===== src/rtl/dm_access_ctrl_pkg.sv =====
// Shared constants for the data-memory access controller: DM type codes,
// controller states, requester IDs and the latched request record.
package dm_access_ctrl_pkg;

    localparam logic [2:0] DM_W  = 3'd0;
    localparam logic [2:0] DM_H  = 3'd1;
    localparam logic [2:0] DM_HU = 3'd2;
    localparam logic [2:0] DM_B  = 3'd3;
    localparam logic [2:0] DM_BU = 3'd4;

    typedef enum logic [1:0] {
        StIdle  = 2'd0,
        StIssue = 2'd1,
        StWait  = 2'd2,
        StResp  = 2'd3
    } state_e;

    typedef enum logic {
        ReqCpu = 1'b0,
        ReqDma = 1'b1
    } req_id_e;

    typedef struct packed {
        logic        we;
        logic [2:0]  dm_type;
        logic [31:0] addr;
        logic [31:0] wdata;
    } dm_req_t;

endpackage


===== src/rtl/dm_access_ctrl_lane_fmt.sv =====
// Byte-lane formatter: store byte-enables/replicated write data, load
// extraction with sign/zero extension, and access-fault detection.
module dm_lane_fmt
    import dm_access_ctrl_pkg::*;
#(
    parameter int unsigned ADDR_W = 15
) (
    input  logic        we,
    input  logic [2:0]  dm_type,
    input  logic [31:0] addr,
    input  logic [31:0] wdata,
    input  logic [31:0] rdata,
    output logic [3:0]  be,
    output logic [31:0] lane_wdata,
    output logic [31:0] load_data,
    output logic        fault
);

    logic [15:0] half_sel;
    logic [7:0]  byte_sel;
    logic        is_w, is_half, is_byte, is_unsigned;
    logic        out_of_range;

    assign half_sel    = addr[1] ? rdata[31:16] : rdata[15:0];
    assign byte_sel    = rdata[{addr[1:0], 3'b000} +: 8];
    assign is_w        = (dm_type == DM_W);
    assign is_half     = (dm_type == DM_H) || (dm_type == DM_HU);
    assign is_byte     = (dm_type == DM_B) || (dm_type == DM_BU);
    assign is_unsigned = (dm_type == DM_HU) || (dm_type == DM_BU);

    // Any address bit at or above ADDR_W lies outside the memory.
    assign out_of_range = |(addr >> ADDR_W);

    assign fault = out_of_range
                 || (dm_type > DM_BU)
                 || (is_half && addr[0])
                 || (is_w && (addr[1:0] != 2'b00))
                 || (we && is_unsigned);

    always_comb begin
        be         = 4'b0000;
        lane_wdata = wdata;
        load_data  = rdata;
        if (is_half) begin
            be         = 4'b0011 << {addr[1], 1'b0};
            lane_wdata = {2{wdata[15:0]}};
            load_data  = {{16{half_sel[15] && (dm_type == DM_H)}}, half_sel};
        end else if (is_byte) begin
            be         = 4'b0001 << addr[1:0];
            lane_wdata = {4{wdata[7:0]}};
            load_data  = {{24{byte_sel[7] && (dm_type == DM_B)}}, byte_sel};
        end else if (is_w) begin
            be = 4'b1111;
        end
        if (!we) begin
            be = 4'b0000;
        end
    end

endmodule


===== src/rtl/dm_access_ctrl.sv =====
// Data-memory access controller: round-robin arbitration of CPU and DMA
// requesters onto a fixed-latency single-port SRAM, one transaction at a time.
module dm_access_ctrl
    import dm_access_ctrl_pkg::*;
#(
    parameter int unsigned ADDR_W  = 15,
    parameter int unsigned MEM_LAT = 1
) (
    input  logic              clk,
    input  logic              reset,
    input  logic              cpu_req_valid,
    output logic              cpu_req_ready,
    input  logic              cpu_req_we,
    input  logic [2:0]        cpu_req_type,
    input  logic [31:0]       cpu_req_addr,
    input  logic [31:0]       cpu_req_wdata,
    output logic              cpu_resp_valid,
    output logic [31:0]       cpu_resp_rdata,
    output logic              cpu_resp_err,
    input  logic              dma_req_valid,
    output logic              dma_req_ready,
    input  logic              dma_req_we,
    input  logic [2:0]        dma_req_type,
    input  logic [31:0]       dma_req_addr,
    input  logic [31:0]       dma_req_wdata,
    output logic              dma_resp_valid,
    output logic [31:0]       dma_resp_rdata,
    output logic              dma_resp_err,
    output logic              mem_en,
    output logic [3:0]        mem_be,
    output logic [ADDR_W-3:0] mem_addr,
    output logic [31:0]       mem_wdata,
    input  logic [31:0]       mem_rdata
);

    localparam logic [2:0] LAT_M1 = 3'(MEM_LAT - 1);

    state_e      state_q, state_d;
    req_id_e     rr_q, rr_d, owner_q, owner_d;
    dm_req_t     req_q, req_d, in_req, fmt_req;
    logic [2:0]  cnt_q, cnt_d;
    logic [31:0] rdata_q, rdata_d;
    logic        err_q, err_d;

    logic        grant_dma, idle_ok, accept, issue, resp;
    logic [3:0]  fmt_be;
    logic [31:0] fmt_wdata, fmt_load;
    logic        fmt_fault;

    assign grant_dma = dma_req_valid && (!cpu_req_valid || (rr_q == ReqDma));
    assign in_req    = grant_dma
                     ? '{we: dma_req_we, dm_type: dma_req_type, addr: dma_req_addr,
                         wdata: dma_req_wdata}
                     : '{we: cpu_req_we, dm_type: cpu_req_type, addr: cpu_req_addr,
                         wdata: cpu_req_wdata};

    assign idle_ok       = (state_q == StIdle) && !reset;
    assign cpu_req_ready = idle_ok && cpu_req_valid && !grant_dma;
    assign dma_req_ready = idle_ok && grant_dma;
    assign accept        = cpu_req_ready || dma_req_ready;

    // One formatter serves the fault check in IDLE and the issue/capture paths later.
    assign fmt_req = (state_q == StIdle) ? in_req : req_q;

    dm_lane_fmt #(
        .ADDR_W(ADDR_W)
    ) u_lane_fmt (
        .we         (fmt_req.we),
        .dm_type    (fmt_req.dm_type),
        .addr       (fmt_req.addr),
        .wdata      (fmt_req.wdata),
        .rdata      (mem_rdata),
        .be         (fmt_be),
        .lane_wdata (fmt_wdata),
        .load_data  (fmt_load),
        .fault      (fmt_fault)
    );

    always_comb begin
        state_d = state_q;
        rr_d    = rr_q;
        owner_d = owner_q;
        req_d   = req_q;
        cnt_d   = cnt_q;
        rdata_d = rdata_q;
        err_d   = err_q;
        unique case (state_q)
            StIdle: begin
                if (accept) begin
                    req_d   = in_req;
                    owner_d = grant_dma ? ReqDma : ReqCpu;
                    rr_d    = grant_dma ? ReqCpu : ReqDma;
                    err_d   = fmt_fault;
                    rdata_d = '0;
                    state_d = fmt_fault ? StResp : StIssue;
                end
            end
            StIssue: begin
                if (req_q.we) begin
                    state_d = StResp;
                end else begin
                    cnt_d   = LAT_M1;
                    state_d = StWait;
                end
            end
            StWait: begin
                if (cnt_q == 3'd0) begin
                    rdata_d = fmt_load;
                    state_d = StResp;
                end else begin
                    cnt_d = cnt_q - 3'd1;
                end
            end
            StResp: begin
                state_d = StIdle;
            end
            default: begin
                state_d = StIdle;
            end
        endcase
    end

    always_ff @(posedge clk) begin
        if (reset) begin
            state_q <= StIdle;
            rr_q    <= ReqCpu;
            owner_q <= ReqCpu;
            req_q   <= '0;
            cnt_q   <= 3'd0;
            rdata_q <= '0;
            err_q   <= 1'b0;
        end else begin
            state_q <= state_d;
            rr_q    <= rr_d;
            owner_q <= owner_d;
            req_q   <= req_d;
            cnt_q   <= cnt_d;
            rdata_q <= rdata_d;
            err_q   <= err_d;
        end
    end

    // Outputs are gated by reset so an abandoned access emits nothing in the reset cycle.
    assign issue = (state_q == StIssue) && !reset;
    assign resp  = (state_q == StResp) && !reset;

    assign mem_en    = issue;
    assign mem_be    = issue ? fmt_be : 4'b0000;
    assign mem_addr  = issue ? req_q.addr[ADDR_W-1:2] : '0;
    assign mem_wdata = issue ? fmt_wdata : '0;

    assign cpu_resp_valid = resp && (owner_q == ReqCpu);
    assign cpu_resp_rdata = cpu_resp_valid ? rdata_q : '0;
    assign cpu_resp_err   = cpu_resp_valid && err_q;
    assign dma_resp_valid = resp && (owner_q == ReqDma);
    assign dma_resp_rdata = dma_resp_valid ? rdata_q : '0;
    assign dma_resp_err   = dma_resp_valid && err_q;

endmodule


===== config.mk =====
export PLATFORM = sky130hd
export DESIGN_NAME = dm_access_ctrl
export DESIGN_NICKNAME = d
export VERILOG_FILES = /design/src/rtl/dm_access_ctrl_pkg.sv /design/src/rtl/dm_access_ctrl_lane_fmt.sv /design/src/rtl/dm_access_ctrl.sv
export SDC_FILE = /design/constraint.sdc
export NUM_CORES = 1
export LEC_CHECK = 0
export ABC_AREA = 1
export BUFFER_PORTS_ARGS = -buffer_cell sky130_fd_sc_hd__buf_2
export CAP_MARGIN = 20
export CELL_PAD_IN_SITES_DETAIL_PLACEMENT = 1
export CELL_PAD_IN_SITES_GLOBAL_PLACEMENT = 1
export CORE_ASPECT_RATIO = 0.7
export CORE_MARGIN = 4
export CORE_UTILIZATION = 32
export CTS_CLUSTER_SIZE = 20
export DETAILED_ROUTE_END_ITERATION = 8
export GPL_ROUTABILITY_DRIVEN = 0
export PLACE_DENSITY = 0.79
export SYNTH_ARGS = -nofsm -noshare
export SYNTH_HDL_FRONTEND = slang
export SYNTH_SLANG_ARGS = --single-unit
export TNS_END_PERCENT = 30

===== constraint.sdc =====
create_clock -name clk -period 2.5 [get_ports clk]
set_input_delay 0.375 -clock clk [delete_from_list [all_inputs] [get_ports clk]]
set_output_delay 0.375 -clock clk [all_outputs]
set_load 0.005 [all_outputs]

# Yosys cells after proc, flatten, opt, wreduce, memory -nomap -nowiden
# Index checks and enable logic that the tools add are counted.
# totals
register_bits	108
inputBits	172
out_inout_bits	120
word_cells	95
# classes
n_addsub	1
n_lt_le_gt_ge	1
eq_ne	11
n_shift	3
muxes	29
bitwise	1
reduce_logical	39
# op_table
operator	n
$mux 32	9
$mux 68	2
$pmux 32 s2	1
$shiftx 32x6->8	1
$mux 4	5
$reduce_or 17->1	1
$logic_and 1x1->1	16
$mux 16	1
$mux 13	1
$logic_or 1x1->1	9
$ne 2x2->1 const B	4
$pmux 2 s4	1
$eq 3x2->1 const B	2
$logic_not 3->1	2
$mux 2	3
$mux 3	2
$pmux 3 s2	1
$reduce_and 3->1	2
$reduce_bool 2->1	3
$eq 2x2->1 const B	2
$reduce_and 2->1	2
$shl 1x2->4 const A	1
$shl 2x2->4 const A	1
$eq 3x1->1 const B	1
8 further kinds	12

# Longest topological paths before layout
# Gate-level depths: netlist of run 1.
# depth
depth_word	14
ltp_mapped	18
ltp_nobuf	15

# Hierarchy
# From an unflattened synthesis of run 1, not the netlist that was laid out.
# unflattened
cells_unflattened	1508
hier_area_um2	8150.3
# by_module_without_submodules
module	instances	cells_per_inst	area_each_um2	seq_area_each_um2
dm_access_ctrl	1	1165	6642.6	2162.1
dm_lane_fmt	1	343	1507.7	0.0

# Worst setup path before layout of run 1
# Ideal clock, no wire load.
# synth_path
kind	register to output
start	register state_q[0]
end	output port mem_wdata[12]
arrival_time_ns	1.985
required_time_ns	2.125
path_slack_ns	0.140
path_stages_with_launch	14
n_path_buf	4
cell_sequence	dfxtp_1 -> inv_1 -> ha_1 -> buf_2 -> buf_2 -> nand3_1 -> nand2_1 -> nand2_2 -> nand2_2 -> nand2_2 -> buf_6 -> buf_2 -> nor2_1 -> a211oi_1
# synth_via
elab_chain_cells	7
elab_cells_between_ends	13
cone_classes	eq/ne (5); mux (4); reduce/logical (4)
# synth_rtl
element	line_no	text
start, declared	dm_access_ctrl.sv:38	state_e state_q, state_d;
start signal, assigned	dm_access_ctrl.sv:125	state_q <= StIdle;
start signal, assigned	dm_access_ctrl.sv:133	state_q <= state_d;
$logic_not 2->1	dm_access_ctrl.sv:63	assign fmt_req = (state_q == StIdle) ? in_req : req_q;
$mux 68	dm_access_ctrl.sv:63	
$eq 3x2->1 / $eq 3x3->1 (equally long branches)	dm_access_ctrl_lane_fmt.sv:28	assign is_byte = (dm_type == DM_B) || (dm_type == DM_BU);
$logic_or 1x1->1	dm_access_ctrl_lane_fmt.sv:28	
$mux 32	dm_access_ctrl_lane_fmt.sv:48	end else if (is_byte) begin
$mux 32	dm_access_ctrl_lane_fmt.sv:44	if (is_half) begin
$mux 32 *	dm_access_ctrl.sv:150	assign mem_wdata = issue ? fmt_wdata : '0;
end, declared	dm_access_ctrl.sv:32	output logic [31:0] mem_wdata,
# Mark *: on every way between the ends. The rest lies on a longest branch, timed or not.

# Final worst setup path of run 1
# layout_path
start	register state_q[0]
end	output port mem_wdata[29]
# Same word-level chain as after synthesis.

==> results of run 1 <==
==> layout by cell type (no fill, tap or decap), types with 4 or more instances in the layout <==
| cell | count |
|---|---|
| nand2_4 | 11 |
| buf_2 | 291 |
| o21ai_1 | 6 |
| buf_4 | 83 |
| inv_2 | 4 |
| nand2_1 | 391 |
| a31oi_1 | 47 |
| a211oi_2 | 4 |
| buf_6 | 16 |
| nor2_1 | 161 |
| nand2_2 | 24 |
| o21ai_0 | 90 |
| a22oi_1 | 9 |
| dfxtp_1 | 105 |
| nand3_1 | 57 |
| o21ai_2 | 9 |
| a21oi_2 | 16 |
| nand3_2 | 8 |
| nor3_1 | 6 |
| ha_1 | 6 |
| a21oi_1 | 66 |
| clkbuf_16 | 11 |
| inv_1 | 125 |
==> state kept, by name (all words and copies together), names as in the netlist <==
register	count
err_q	1
owner_q	1
rr_q	1
req_q	68
state_q	2
rdata_q	32
cnt_q	3
==> metrics by stage <==
stage               utilization, %  hold slack (ns)  TNS (ns)
global placement              41.6            0.436   -0.0138
finish                        46.4            0.284     -3.73
floorplan                        -            0.425         0
global route                  46.4            0.282     -8.42
detailed placement            41.6            0.443    -0.138
CTS                           44.8            0.276     -2.05
==> Yosys cell counts <==
master	count
a21boi_2	2
a211oi_1	6
buf_4	3
dfxtp_1	108
a21boi_4	1
nor2_1	164
inv_1	127
buf_6	6
a31oi_1	49
o21bai_1	1
a21oi_1	71
clkbuf_1	34
xnor2_1	1
a21oi_2	11
inv_2	6
nor2_2	1
buf_1	9
a22oi_1	9
ha_1	7
or2_2	5
buf_2	29
and3_1	1
nand3_1	65
nand3_2	3
o21ai_1	3
nor3_1	6
o211ai_1	3
o21ai_0	101
nand2_4	2
clkinv_1	1
nand4_1	1
nand2_1	405
nand2_2	22
o21ai_2	1
nor2_4	2
==> layout make-up <==
type / instances / area (µm²) / area share, %
Clock buffer: 10 / 239 / 2.27
Antenna cell: 2 / 5.00 / 0.0476
Inverter: 134 / 520 / 4.95
Clock inverter: 6 / 78.8 / 0.749
Timing Repair Buffer: 400 / 2480 / 23.6
Sequential cell: 108 / 2170 / 20.6
Tap cell: 312 / 390 / 3.71
Multi-Input combinational cell: 943 / 4640 / 44.1
==> kinds of logic (layout without fill, tap and decap cells) <==
group                      after synthesis  count (layout)
and+or+nand+nor                        677             677
buffers and inverters                  215             550
xor gates and xnor gates                 1               1
AOI/OAI and AO/OA                      258             258
other                                    0               2
adders and majority gates                7               7
DFF                                    108             108
==> critical path, delay by kind of cell (launching register included) <==
family                   cells  cell delay [ns]
AND/OR/NAND/NOR              5             0.50
adder cells (fa/ha/maj)      1             0.21
flip-flops                   1             0.34
buffers and inverters        5             0.59
AO/OA/AOI/OAI                2             0.30
==> where the power goes <==
part,switching (mW),total [mW],internal (mW)
Clock,0.757,1.59,0.829
Sequential,0.240,2.40,2.16
Combinational,4.51,7.30,2.80
Total,5.50,11.3,5.78
==> per-layer routing <==
layer	vias to the layer above	share of wire (%)	global-route usage, %	routed length, µm
met3	37	6.6	5.30	2320
met5	-	0	0	0
met4	0	1.6	5.34	568
li1	4676	-	-	-
met2	362	46	39.8	16100
met1	4643	46	34.9	16000
==> final timing paths <==
path                                               from                       end  slack, ns  depth (start not counted)
worst min-delay path                    dma_req_addr[6]    req_q[38]$_SDFFE_PP0P_       0.28                          3
worst max-delay path            state_q[0]$_SDFFE_PP0P_             mem_wdata[29]      -0.19                         13
worst max register to register  state_q[0]$_SDFFE_PP0P_  rdata_q[20]$_SDFFE_PP0P_      -0.04                         15
worst min register to register   req_q[49]$_SDFFE_PP0P_    req_q[49]$_SDFFE_PP0P_       0.46                          2
==> what timing repair did <==
item                                    in CTS  in global routing
resized for setup                           66                 49
pin swaps                                   17                 32
setup buffers                               19                 18
gates cloned                                 2                  2
endpoints found under the setup margin      49                 65
==> summary.txt, run 1 <==
Timing
  – RSZ-0062 raised after global routing: yes
  – Crit path time final: 2.69 ns
  – Final setup margin: -0.186 ns
  – Slew @ Worst Pin: 0.632 ns
  – Final setup violation count: 37
  – Final worst path period share: 107%
  – Hold Vio Cnt, Final: 0
  – Final Slew Violations: 0
  – Final Skew: 0.0119 ns
  – Slew margin rel.: 57.4%
  – Fmax: 372 MHz

Finish
  – Layout area overhead: 42.5%
  – Fin area: 0.0105 mm²
  – Non-Filler Instances: 1,915
  – Layout Nets: 1,775
  – Fillers: 3,149
  – Share of cells above drive strength 1: 32.7%

Yosys
  – Post-synth cell types: 35
  – Xor/xnor share of the synthesized area: 0.119%
  – YS warnings: 0
  – Post-synthesis register bit count: 108
  – Post-synth top area cell: dfxtp_1
  – Synthesized area per cell: 5.83 µm²
  – Share of the synthesized area in the top cell type: 29.3%
  – Post-synthesis adder-cell area fraction: 1.19%
  – Largest family of logic cells by synthesized area: simple AND/OR/NAND/NOR gates
  – Syn_nets: 1,445
  – Sequential fraction of the synthesis area: 29.3%
  – Post-synthesis simple-gate area fraction: 37.3%
  – Mux cell area share after synthesis: 0%
  – Synth area leaders: dfxtp_1 (29%), nand2_1 (21%), nor2_1 (8.3%), o21ai_0 (6.8%), inv_1 (6.5%)
  – Post-Synthesis Cells: 1,266
  – Complex-gate fraction of the synthesized area: 19.9%
  – Post-Syn Area: 0.00738 mm²

Clock network
  – H-tree Lvls: 3
  – Num CTS Buffers: 9
  – CTS root buf: clkbuf_16
  – Hold Buf Count CTS: 0
  – TritonCTS clock tree: built
  – Clk pin slew, worst setup/hold paths: 0.08 ns
  – CTS Buffer Depth: 2
  – Clock latency on the worst-skew pair: 0.36 ns
  – CTS Sinks: 108

Die
  – Die Height: 135 µm
  – Core area: 0.0227 mm²
  – Die area: 0.0256 mm²
  – Die Wd: 190 µm
  – Cell Rows: 46
  – Top Ports: 292
  – Starting density of the core: 32.6%

Global routing
  – Initial antenna violation count: 2
  – Gr usage total: 24.9%
  – Global route overflow: 0
  – Number of global-route vias before repair: 9,767
  – First-pass GRT wire length: 51,700 µm
  – Largest net degree at the start of global routing: 89

Status
  – Status: finished, violations left
  – Failing checks: negative setup slack

Place
  – Number of port buffers: 291
  – Setup Slack @ Placement: -0.0717 ns
  – Final HPWL DP: 25,100 µm
  – Placed inst area: 0.00943 mm²
  – Cell total after placement: 1,857

Power and ir drop
  – Total Power: 11.3 mW
  – LEAKAGE: 5.24 nW
  – Power Dens Cells: 1070 mW/mm²
  – Max VDD drop: 0.478 mV

Route
  – WL final: 34,900 µm
  – DR pass1 iterations: 5
  – Final antenna-violating net count: 0
  – Drc violations: 0
  – Number of DRC markers in iteration 0: 777
  – Wire per inst: 18.2 µm
  – Via density: 5.07
  – Vias: 9,718

Critical path
  – Startpoint Class: flop
  – Max FO, Critical Path: 7
  – Crit path max-delay cell type: dfxtp_2
  – CP Capture Type: output pin
  – Crit Path Class: flop to output pin
  – CP peak stage delay: 0.34 ns
  – Data required time of the worst path: 2.12 ns
  – Critical Path AT: 2.31 ns
  – Crit-path cells: inv_2 -> ha_4 -> inv_6 -> nand2_4 -> a21boi_4 -> nand2_4 -> buf_6 -> nor2_4 -> buf_6 -> nand2_1 -> nand2_1 -> a21oi_1 -> buf_2

Run
  – Max Cap Violations: 0

Worst hold path
  – Class of the worst hold path: input port to flop
(Power assumes the default switching activity.)
==> inputs of run 2 (changes only) <==
- CORE_UTILIZATION: 32 -> 30
- PLACE_DENSITY: 0.79 -> 0.75
==> run 2 against run 1 <==
Net effect:
- the run still ends with negative setup slack left
- via count down 1.6%
- clock power down 11%
- clock skew up 0.0034 ns
- sequential cell count is the same
- non-clock buffer count decreased by 13
- critical path type unchanged
- clock-buffer cell count grew 1
- maximum frequency fell by 0.17%
==> summary.txt, run 2 (synthesis results as in run 1) <==
Timing
  – Hold slack: 0.276 ns (-0.00834 ns)
  – Slew margin rel.: 52.0% (-5.5 points)
  – Final worst path period share: 108% (+0.19 points)
  – Final setup violation count: 29 (-22%)
  – Final Skew: 0.0153 ns (+0.00336 ns)
  – Crit path time final: 2.69 ns (+0.00464 ns)
  – RSZ-0062 raised after global routing: yes
  – Fmax: 372 MHz (-0.17%)
  – Final setup margin: -0.190 ns (-0.00464 ns)
  – Final Slew Violations: 0 (unchanged)
  – Hold Vio Cnt, Final: 0 (unchanged)
  – Slew @ Worst Pin: 0.713 ns (+0.0810 ns)

Finish
  – Largest register by flop count: req_q
  – Fillers: 3,290 (+4.5%)
  – Biggest regs: req_q (68), rdata_q (32), cnt_q (3)
  – Non-Filler Instances: 1,909 (-0.31%)
  – Number of flip-flops in the largest register: 68 (unchanged)
  – Share of cells above drive strength 1: 32.4% (-0.36 points)
  – Commonest non-fill, non-tap cell in the layout: nand2_1
  – Layout area overhead: 40.8%
  – Layout Nets: 1,762 (-0.73%)
  – Most frequent cells in the layout: nand2_1 (396), buf_2 (291), nor2_1 (159)

Die
  – Top Ports: 292 (unchanged)
  – Core area: 0.0239 mm² (+5.5%)
  – Cell Rows: 47 (+2.2%)
  – Starting density of the core: 30.8% (-1.7 points)
  – Die Wd: 196 µm (+3.1%)
  – Die area: 0.0272 mm² (+6.3%)
  – Die Height: 139 µm (+3.1%)

Power and ir drop
  – LEAKAGE: 5.16 nW (-1.6%)
  – Power Dens Cells: 1060 mW/mm² (-1.0%)
  – Seq pwr share: 21.6% (+0.4 points)
  – Max VDD drop: 0.578 mV (+21%)
  – Combinational Power Share: 65.7% (+1.0 points)
  – NetSw: 5.43 mW (-1.3%)
  – Internal cell power: 5.61 mW (-2.9%)
  – Net Sw Frac: 49.2% (+0.41 points)
  – Clock network fraction of total power: 12.7% (-1.3 points)

Critical path
  – Most frequent CP cell: buf_6
  – Crit-path cells: inv_2 -> ha_4 -> buf_6 -> buf_6 -> a21boi_4 -> nand3_4 -> buf_8 -> o211ai_1 -> nor2_1 -> buf_2
  – Worst Reg-to-Reg Cells: 12 (-3)
  – Reg-to-reg critical path endpoint: rdata_q[16]$_SDFFE_PP0P_
  – Crit path max-delay cell type: dfxtp_2
  – WP buf/inv: 5 (unchanged)
  – Reg-to-Reg Start: state_q[1]$_SDFFE_PP0P_
  – Data required time of the worst path: 2.12 ns (about the same)
  – Crit Path Class: flop to output pin
  – CP Capture Type: output pin
  – Top Family by Delay on Critical Path: buffers and inverters
  – Startpoint Class: flop
  – Critical Path AT: 2.32 ns (about the same)
  – Flop-to-flop setup slack: 0.06 ns (+0.10 ns)
  – Max FO, Critical Path: 6 (-1)
  – CP peak stage delay: 0.34 ns (about the same)

Route
  – WL final: 34,100 µm (-2.3%)
  – Final antenna-violating net count: 0 (unchanged)
  – Met3 Wirelength: 2150 µm (-7.5%)
  – DR pass1 iterations: 5 (unchanged)
  – Via density: 5.01 (-1.3%)
  – WL met2: 15,500 µm (-3.6%)
  – Vias: 9,559 (-1.6%)
  – Metal-1 WL: 16,000 µm (about the same)
  – Number of DRC markers in iteration 0: 603 (-22%)
  – Uppermost layer routed: met4
  – Wire per inst: 17.9 µm (-1.9%)
  – Drc violations: 0 (unchanged)

Clock network
  – CTS Sinks: 108 (unchanged)
  – Clk pin slew, worst setup/hold paths: 0.08 ns (about the same)
  – H-tree Lvls: 3 (unchanged)
  – TritonCTS clock tree: built
  – CTS root buf: clkbuf_16
  – Hold Buf Count CTS: 0 (unchanged)
  – Clock latency on the worst-skew pair: 0.37 ns (about the same)
  – CTS Buffer Depth: 2 (unchanged)
  – Num CTS Buffers: 9 (unchanged)

Global routing
  – Largest net degree at the start of global routing: 69 (-22%)
  – Number of global-route vias before repair: 9,580 (-1.9%)
  – Initial antenna violation count: 3 (+1)
  – First-pass GRT wire length: 51,900 µm (+0.43%)
  – Global route overflow: 0 (unchanged)
  – Gr usage total: 23.5% (-1.4 points)

Run
  – Max Cap Violations: 0 (unchanged)

Worst hold path
  – Worst hold path cell count: 3 (unchanged)
  – Worst Hold Endpoint: req_q[38]$_SDFFE_PP0P_
  – Hold Startpoint: cpu_req_addr[6]
  – Class of the worst hold path: input port to flop

Place
  – Number of port buffers: 291 (unchanged)
  – Final HPWL DP: 25,600 µm (+2.1%)
  – Cell total after placement: 1,860 (+0.16%)

Status
  – Failing checks: negative setup slack
  – Status: finished, violations left
## run 2: cell count changes in the layout (fill, tap and decap cells not counted), moves of 5 or more
| cell | previous run | this run |
|---|---|---|
| buf_12 | 3 | 8 |
| buf_4 | 83 | 74 |
| buf_6 | 16 | 9 |
| nand2_1 | 391 | 396 |
| o21ai_0 | 90 | 80 |
| o21ai_2 | 9 | 17 |
## run 2: repair_timing
action,CTS,global route
resized for setup,76,47
pin swaps,13,14
endpoints found under the setup margin,44,75
setup buffers,17,10
cloned,3,1
## run 2: worst min-delay path, stage by stage
cell and delay [ns]:
buf_2 0.10, nand2_1 0.05, a31oi_1 0.07
## run 2: layout make-up
type / count / area [µm²] / area share, %
antenna: 3 / 7.51 / 0.0722
inverter: 134 / 520 / 5.01
clock inverter: 5 / 37.5 / 0.361
timing repair buffer: 387 / 2390 / 23.0
sequential: 108 / 2160 / 20.8
multi-input combinational: 943 / 4650 / 44.7
tap: 318 / 398 / 3.83
clock buffer: 11 / 233 / 2.24
## run 2: power by group through the flow
stage	combinational (mW)	sequential, mW	clock [mW]
after floorplan	3.61	2.34	0
final	7.25	2.38	1.41
after global placement	5.53	2.39	0
after global routing	7.87	2.43	1.51
after CTS	6.63	2.38	1.45
after detailed placement	5.66	2.41	0
## run 2: worst max path at each step
stage / startpoint / to / slack (ns) / depth (start not counted)
floorplan: state_q[0]$_SDFFE_PP0P_ / mem_wdata[12] / 0.14 / 13
global placement: dma_req_valid / mem_wdata[29] / -0.02 / 11
detailed placement: state_q[0]$_SDFFE_PP0P_ / mem_wdata[25] / -0.02 / 12
CTS: state_q[1]$_SDFFE_PP0P_ / mem_wdata[29] / -0.16 / 12
global route: state_q[1]$_SDFFE_PP0P_ / mem_wdata[27] / -0.28 / 12
finish: state_q[1]$_SDFFE_PP0P_ / mem_wdata[11] / -0.19 / 10
## run 2: through the flow
step	util [%]	setup WS (ns)	total power, mW	area [µm²]	setup TNS [ns]
detailed placement	39.4	-0.0181	8.07	9430	-0.0426
global placement	39.4	-0.0212	7.91	9430	-0.0212
floorplan	-	0.140	5.95	7380	0
CTS	42.5	-0.161	10.5	10200	-3.29
global route	43.4	-0.285	11.8	10400	-8.66
finish	43.4	-0.190	11.0	10400	-3.56
## run 2: layer usage
| metal | global-route usage [%] | up-vias |
|---|---|---|
| met5 | 0 | - |
| met4 | 5.62 | 0 |
| met3 | 4.98 | 42 |
| met2 | 37.2 | 322 |
| met1 | 33.1 | 4545 |
| li1 | - | 4650 |
